### src/rtl/multicycle_ctrl.sv
// Main control FSM for the multicycle RV32I-subset core: sequences each instruction,
// drives the datapath selects and write enables, and counts retired instructions.
module multicycle_ctrl #(
    parameter int unsigned RETIRE_W = 32
) (
    input  logic                clk,
    input  logic                rst_n,
    input  logic [6:0]          op,
    input  logic [2:0]          funct3,
    input  logic                funct7b5,
    input  logic                Zero,
    output logic                PCWrite,
    output logic                AdrSrc,
    output logic                MemWrite,
    output logic                IRWrite,
    output logic [1:0]          ResultSrc,
    output logic [1:0]          ALUSrcA,
    output logic [1:0]          ALUSrcB,
    output logic                RegWrite,
    output logic [1:0]          ImmSrc,
    output logic [2:0]          ALU_control,
    output logic                Illegal,
    output logic [RETIRE_W-1:0] InstrRetired
);

    localparam logic [6:0] OpLoad   = 7'b0000011;
    localparam logic [6:0] OpStore  = 7'b0100011;
    localparam logic [6:0] OpRType  = 7'b0110011;
    localparam logic [6:0] OpIType  = 7'b0010011;
    localparam logic [6:0] OpBranch = 7'b1100011;
    localparam logic [6:0] OpJal    = 7'b1101111;

    localparam logic [2:0] AluAdd = 3'b000;
    localparam logic [2:0] AluSub = 3'b001;
    localparam logic [2:0] AluAnd = 3'b010;
    localparam logic [2:0] AluOr  = 3'b011;
    localparam logic [2:0] AluSlt = 3'b101;

    typedef enum logic [3:0] {
        StFetch, StDecode, StMemAdr, StMemRead, StMemWb, StMemWrite,
        StExecuteR, StExecuteI, StAluWb, StBranch, StJal
    } state_e;

    state_e               r_state;
    state_e               w_state_next;
    logic                 w_pc_update;
    logic                 w_branch;
    logic                 w_ir_write;
    logic                 w_mem_write;
    logic                 w_reg_write;
    logic [1:0]           w_alu_op;
    logic                 w_op_illegal;
    logic                 w_retire;
    logic [RETIRE_W-1:0]  r_retired;

    // State register
    always_ff @(posedge clk or negedge rst_n) begin
        if (!rst_n) begin
            r_state <= StFetch;
        end else begin
            r_state <= w_state_next;
        end
    end

    always_comb begin
        w_op_illegal = 1'b0;
        unique case (op)
            OpLoad, OpStore, OpRType, OpIType, OpBranch, OpJal: w_op_illegal = 1'b0;
            default:                                            w_op_illegal = 1'b1;
        endcase
    end

    // Next-state logic
    always_comb begin
        w_state_next = StFetch;
        case (r_state)
            StFetch:  w_state_next = StDecode;
            StDecode: begin
                case (op)
                    OpLoad, OpStore: w_state_next = StMemAdr;
                    OpRType:         w_state_next = StExecuteR;
                    OpIType:         w_state_next = StExecuteI;
                    OpBranch:        w_state_next = StBranch;
                    OpJal:           w_state_next = StJal;
                    default:         w_state_next = StFetch;
                endcase
            end
            StMemAdr:   w_state_next = (op == OpLoad) ? StMemRead : StMemWrite;
            StMemRead:  w_state_next = StMemWb;
            StExecuteR: w_state_next = StAluWb;
            StExecuteI: w_state_next = StAluWb;
            StJal:      w_state_next = StAluWb;
            default:    w_state_next = StFetch;
        endcase
    end

    // Moore outputs
    always_comb begin
        AdrSrc      = 1'b0;
        ResultSrc   = 2'b00;
        ALUSrcA     = 2'b00;
        ALUSrcB     = 2'b00;
        w_alu_op    = 2'b00;
        w_pc_update = 1'b0;
        w_branch    = 1'b0;
        w_ir_write  = 1'b0;
        w_mem_write = 1'b0;
        w_reg_write = 1'b0;
        case (r_state)
            StFetch: begin
                w_ir_write  = 1'b1;
                ALUSrcB     = 2'b10;
                ResultSrc   = 2'b10;
                w_pc_update = 1'b1;
            end
            StDecode: begin
                ALUSrcA = 2'b01;
                ALUSrcB = 2'b01;
            end
            StMemAdr: begin
                ALUSrcA = 2'b10;
                ALUSrcB = 2'b01;
            end
            StMemRead: AdrSrc = 1'b1;
            StMemWb: begin
                ResultSrc   = 2'b01;
                w_reg_write = 1'b1;
            end
            StMemWrite: begin
                AdrSrc      = 1'b1;
                w_mem_write = 1'b1;
            end
            StExecuteR: begin
                ALUSrcA  = 2'b10;
                w_alu_op = 2'b10;
            end
            StExecuteI: begin
                ALUSrcA  = 2'b10;
                ALUSrcB  = 2'b01;
                w_alu_op = 2'b10;
            end
            StAluWb: w_reg_write = 1'b1;
            StBranch: begin
                ALUSrcA  = 2'b10;
                w_alu_op = 2'b01;
                w_branch = 1'b1;
            end
            StJal: begin
                ALUSrcA     = 2'b01;
                ALUSrcB     = 2'b10;
                w_pc_update = 1'b1;
            end
            default: ;
        endcase
    end

    always_comb begin
        ImmSrc = 2'b00;
        case (op)
            OpStore:  ImmSrc = 2'b01;
            OpBranch: ImmSrc = 2'b10;
            OpJal:    ImmSrc = 2'b11;
            default:  ImmSrc = 2'b00;
        endcase
    end

    // funct7b5 only selects SUB for register-register ops (op[5]=1), never for addi
    always_comb begin
        ALU_control = AluAdd;
        case (w_alu_op)
            2'b01: ALU_control = AluSub;
            2'b10: begin
                case (funct3)
                    3'b000:  ALU_control = (op[5] & funct7b5) ? AluSub : AluAdd;
                    3'b010:  ALU_control = AluSlt;
                    3'b110:  ALU_control = AluOr;
                    3'b111:  ALU_control = AluAnd;
                    default: ALU_control = AluAdd;
                endcase
            end
            default: ALU_control = AluAdd;
        endcase
    end

    // Write enables are held low for as long as reset is asserted
    assign PCWrite  = rst_n & (w_pc_update | (w_branch & (Zero ^ funct3[0])));
    assign IRWrite  = rst_n & w_ir_write;
    assign MemWrite = rst_n & w_mem_write;
    assign RegWrite = rst_n & w_reg_write;
    assign Illegal  = (r_state == StDecode) & w_op_illegal;

    assign w_retire = (r_state == StMemWb) | (r_state == StMemWrite) |
                      (r_state == StAluWb) | (r_state == StBranch);

    always_ff @(posedge clk or negedge rst_n) begin
        if (!rst_n) begin
            r_retired <= '0;
        end else if (w_retire) begin
            r_retired <= r_retired + {{(RETIRE_W-1){1'b0}}, 1'b1};
        end
    end

    assign InstrRetired = r_retired;

endmodule

### config.mk
export PLATFORM = sky130hd
export DESIGN_NAME = multicycle_ctrl
export DESIGN_NICKNAME = d
export VERILOG_FILES = /design/src/rtl/multicycle_ctrl.sv
export SDC_FILE = /design/constraint.sdc
export NUM_CORES = 1
export LEC_CHECK = 0
export CAP_MARGIN = 0
export CORE_MARGIN = 2
export CORE_UTILIZATION = 42
export CTS_BUF_LIST = sky130_fd_sc_hd__clkbuf_16
export CTS_CLUSTER_DIAMETER = 200
export DETAILED_ROUTE_END_ITERATION = 6
export PLACE_DENSITY = 0.79
export SLEW_MARGIN = 30
export SYNTH_ARGS = -nofsm -noshare
export SYNTH_HDL_FRONTEND = slang
export SYNTH_SLANG_ARGS = --single-unit
export TNS_END_PERCENT = 50
### constraint.sdc
create_clock -name clk -period 1.94 [get_ports clk]
set_input_delay 0.582 -clock clk [delete_from_list [all_inputs] [get_ports clk]]
set_output_delay 0.582 -clock clk [all_outputs]
set_load 0.005 [all_outputs]
## Yosys cells after proc, flatten, opt, wreduce, memory -nomap -nowiden

Cells that the tools add are included.
W data, S select, Z words.

- Bits in writable memories: 0
- Logic and storage cells: 66
- ROM bits: 0
- Output and inout bits: 49
- Bits in latches: 0
- Flip-flop bits (word level): 36
- Memories: 0

- Order comparisons: 0
- Bitwise logic cells: 12
- Reduce and logical (&&, ||, !) cells: 12
- Multipliers: 0
- Shift-type cells: 0
- $add $sub $neg: 1
- Multiplexer cells: 18
- Equality and inequality tests: 21
- Divide/modulo/power cells: 0

Operators with widths:

| kind | count |
|---|---|
| $pmux W4 S5 | 2 |
| $add A32 B1 Y32 const B | 1 |
| $eq A4 B3 Y1 const B | 4 |
| $pmux W2 S2 | 4 |
| $eq A7 B6 Y1 const B | 2 |
| $eq A7 B7 Y1 const B | 2 |
| $eq A4 B4 Y1 const B | 3 |
| $pmux W3 S4 | 1 |
| $reduce_or A2 Y1 | 6 |
| $eq A4 B2 Y1 const B | 2 |
| $mux W1 | 8 |
| $and A1 B1 Y1 | 7 |
| $eq A7 B2 Y1 const B | 1 |
| $eq A7 B5 Y1 const B | 1 |
| $eq A3 B3 Y1 const B | 2 |
| $pmux W2 S3 | 1 |
| $pmux W3 S2 | 1 |
| $reduce_or A3 Y1 | 2 |
| $reduce_or A6 Y1 | 1 |
| $eq A4 B1 Y1 const B | 1 |
| $logic_not A4 Y1 | 1 |
| $or A1 B1 Y1 | 4 |
| $reduce_or A4 Y1 | 1 |
| $eq A3 B2 Y1 const B | 1 |
| other kinds (5) | 5 |

## Logic depth before layout (Yosys ltp)

- Depth after elaboration: 5
- Gate-level depth with buffers: 7
- Depth with buffers taken out: 6

## Least setup slack after synthesis

No wires, ideal clock.

- Kind: reg2out
- Start point: reg r_state[2]
- End point: out ALU_control[2]
- Path buffers: 1
- Cell stages (with the launch flop): 5
- Path slack: -0.068 ns
- Data arrival time: 1.426 ns
- Path through: dfrtp_1 > clkbuf_1 > nand3b_1 > ha_1 > nor4_1

- Cells in the longest elaborated chain, start to end: 5

Ends and longest elaborated chain:

| element | line | source |
|---|---|---|
| from (decl) | 44 | `state_e r_state;` |
| from (signal assigned) | 59 | `r_state <= StFetch;` |
| from (signal assigned) | 61 | `r_state <= w_state_next;` |
| $eq A4 B3 Y1 | 109 | `case (r_state)` |
| $reduce_or A2 Y1 (no line) | n/a |  |
| $pmux W2 S2 * | 109 |  |
| $eq A2 B2 Y1 / $eq A2 B1 Y1 (equally long branches) | 170 | `case (w_alu_op)` |
| $pmux W3 S2 * | 170 |  |
| to (decl) | 21 | `output logic [2:0] ALU_control,` |

Every way passes the cells marked *; elsewhere a longest branch is shown, timed or not.

## Final worst setup path

- Start point: reg r_state[3]
- End point: out ALU_control[2]

The elaborated chain is that of the path after synthesis.

==> out/qor.txt <==
dpl cells: 360
clock latency on the worst-skew pair: 0.28 ns
Crit. End Element: output port
# rows: 25
post-synthesis register bit count: 36
Post-synth ARST share: 100%
crit path max fanout: 3
NumNets Final: 348
Max Clock Skew: 0.00541 ns
Die Span X: 73.8 um
Syn. warnings: 0
Worst slew margin: 65.9%
share of cells above drive strength 1: 42.5%
clock sink total: 36
Final period util: 122%
Pwr Density: 682 nW/um^2
core area: 4720 sq um
CTS Buffer Depth: 2
CTS tree: built
Crit Path Category: flop to output port
post-synth top area share: 44.1%
non-filler instance count after layout: 399
Die Ht: 73.8 um
vias in the first global route: 2061
Initial Util: 43.3%
Yosys top cell by area: dfrtp_1
Residual DRC: 0
Area growth syn-to-layout: 74.4%
initial antenna violation count: 0
Final Hold Viols: 0
H-Tree Level Count: 2
Final Max Slew Viols: 0
max_cap viols: 0
fmax: 423 MHz
1st-pass router iterations: 4
post-DP HPWL: 3.74 mm
R2R depth: 8
Mapped Nets: 222
failing checks: setup timing
Die ar.: 5440 sq um
Final min period: 2.37 ns
Total Routing Usage GR: 21.8%
clk slew on worst S/H paths: 0.06 ns
HP Class: input pin to asynchronous set/reset pin
Worst Setup Slack, final: -0.426 ns
Routed Wire Length: 6.23 mm
Congestion Overflow GR: 0
root buffer cell: clkbuf_16
leak pwr: 1.64 nW
I/O pins: 63
area post-placement: 2980 sq um
Seq/Total Area, Yosys: 44.1%
outcome: finished, violations left
DR WL/cell: 15.6 um
ANT nets after route: 0
port bufs: 62
n_diodes: 0
post-synthesis cell type count: 38
Main synth FF type: dfrtp_1
CP required: 1.36 ns
hold_ws: 0.267 ns
vias: 2083
GPL Wtd Cong: 0.786
CTS hold repair buffers: 0
R2R setup slack: -0.14 ns
startpoint class of the critical path: flop
DR iter-0 viols: 112
Syn Inst Count: 205
via/cell ratio: 5.22
final instance area: 3560 sq um
CTS buffer count: 5
syn avg cell area: 9.97 sq um
Setup violations, final: 21
Util after Layout: 75.5%
top cells by count, synth: dfrtp_1, xnor2_1, nand2_1
worst-margin pin slew: 0.507 ns
largest vdd supply drop: 0.000404 V
most frequent cell after synthesis: dfrtp_1
top cells by area, synth: dfrtp_1, xnor2_1, xor2_1, nand4_1, nand3_1
largest net degree at the start of global routing: 28
unrepaired setup endpoints after global routing: true
CP arrival: 1.78 ns
first-pass GRT wire length: 9.16 mm
number of flops mapped to enable cells by yosys: 0
synthesized area: 2040 sq um
## sequential cells by signal (all words and copies together), names as in the netlist
name	count
InstrRetired	32
r_state	4
## final timing paths
path / startpoint / end
min: rst_n / r_state[2]$_DFF_PN0_
max: r_state[3]$_DFF_PN0_ / ALU_control[2]
max in group asynchronous: rst_n / r_state[1]$_DFF_PN0_
max reg2reg: r_state[1]$_DFF_PN0_ / InstrRetired[25]$_DFFE_PN0P_
min reg2reg: InstrRetired[31]$_DFFE_PN0P_ / InstrRetired[31]$_DFFE_PN0P_
min in group clk: InstrRetired[31]$_DFFE_PN0P_ / InstrRetired[31]$_DFFE_PN0P_
## repair_timing
item,4_1_cts,5_1_grt
resized for setup,121,45
setup buffers,18,17
pin swaps,18,18
setup endpoints to repair,18,42
## stage by stage
stage	setup slack, ns	power (mW)	setup TNS (ns)
3_5_place_dp	-0.962	1.45	-7.61
4_1_cts	-0.380	2.24	-3.52
5_1_grt	-0.531	2.53	-5.37
3_3_place_gp	-0.977	1.44	-7.52
6_report	-0.426	2.43	-3.67
2_1_floorplan	-0.0103	1.06	-0.0156
## routing by layer
metal	share of wire, %	track usage [%]	routed length, um
met2	52	38.6	3250
met4	2.5	7.27	156
met1	40	26.1	2520
met3	4.9	4.53	304
met5	0	0	0
## area by class of cell
class	count	area (sq um)
well taps	67	83.8
fillers	318	1160
inverters	7	26.3
repair buffers	128	1120
clock inverters	3	11.3
flip-flops and latches	36	902
multi-input cells	153	1290
clock buffers	5	125
## cell families (layout without fill, tap and decap cells)
family	count (synthesis)	in the layout	share of synthesized area, %
simple gates	98	98	30.4
xor+xnor	36	36	15.4
flops	36	36	44.1
buf+inv	16	143	3.06
compound gates	14	14	4.16
fa+ha+maj	3	3	1.84
mux	2	2	1.10
## power by group
part / leakage, nW / switching (mW) / internal, mW
combinational: 1.07 / 0.348 / 0.485
clock: 0.0738 / 0.294 / 0.462
sequential: 0.494 / 0.0501 / 0.793
## cells in the final DEF (no fill, tap or decap), types with 4 or more instances in the layout
master,instances
and3_1,5
buf_2,14
buf_4,47
buf_6,24
clkbuf_16,5
clkdlybuf4s50_1,37
dfrtp_1,35
inv_1,7
nand2_1,13
nand3_1,12
nand4_1,10
nor2_1,5
nor2b_4,4
nor3_1,4
nor4_2,4
xnor2_1,20
xor2_1,13
## critical path, stage by stage, from the launching register on
cell and delay, ns:
dfrtp_1 0.37, buf_6 0.12, nor2b_4 0.14, nand3b_1 0.20
ha_4 0.28, nor4_2 0.24, buf_2 0.15
No activity file was read; power rests on OpenSTA's default activity.
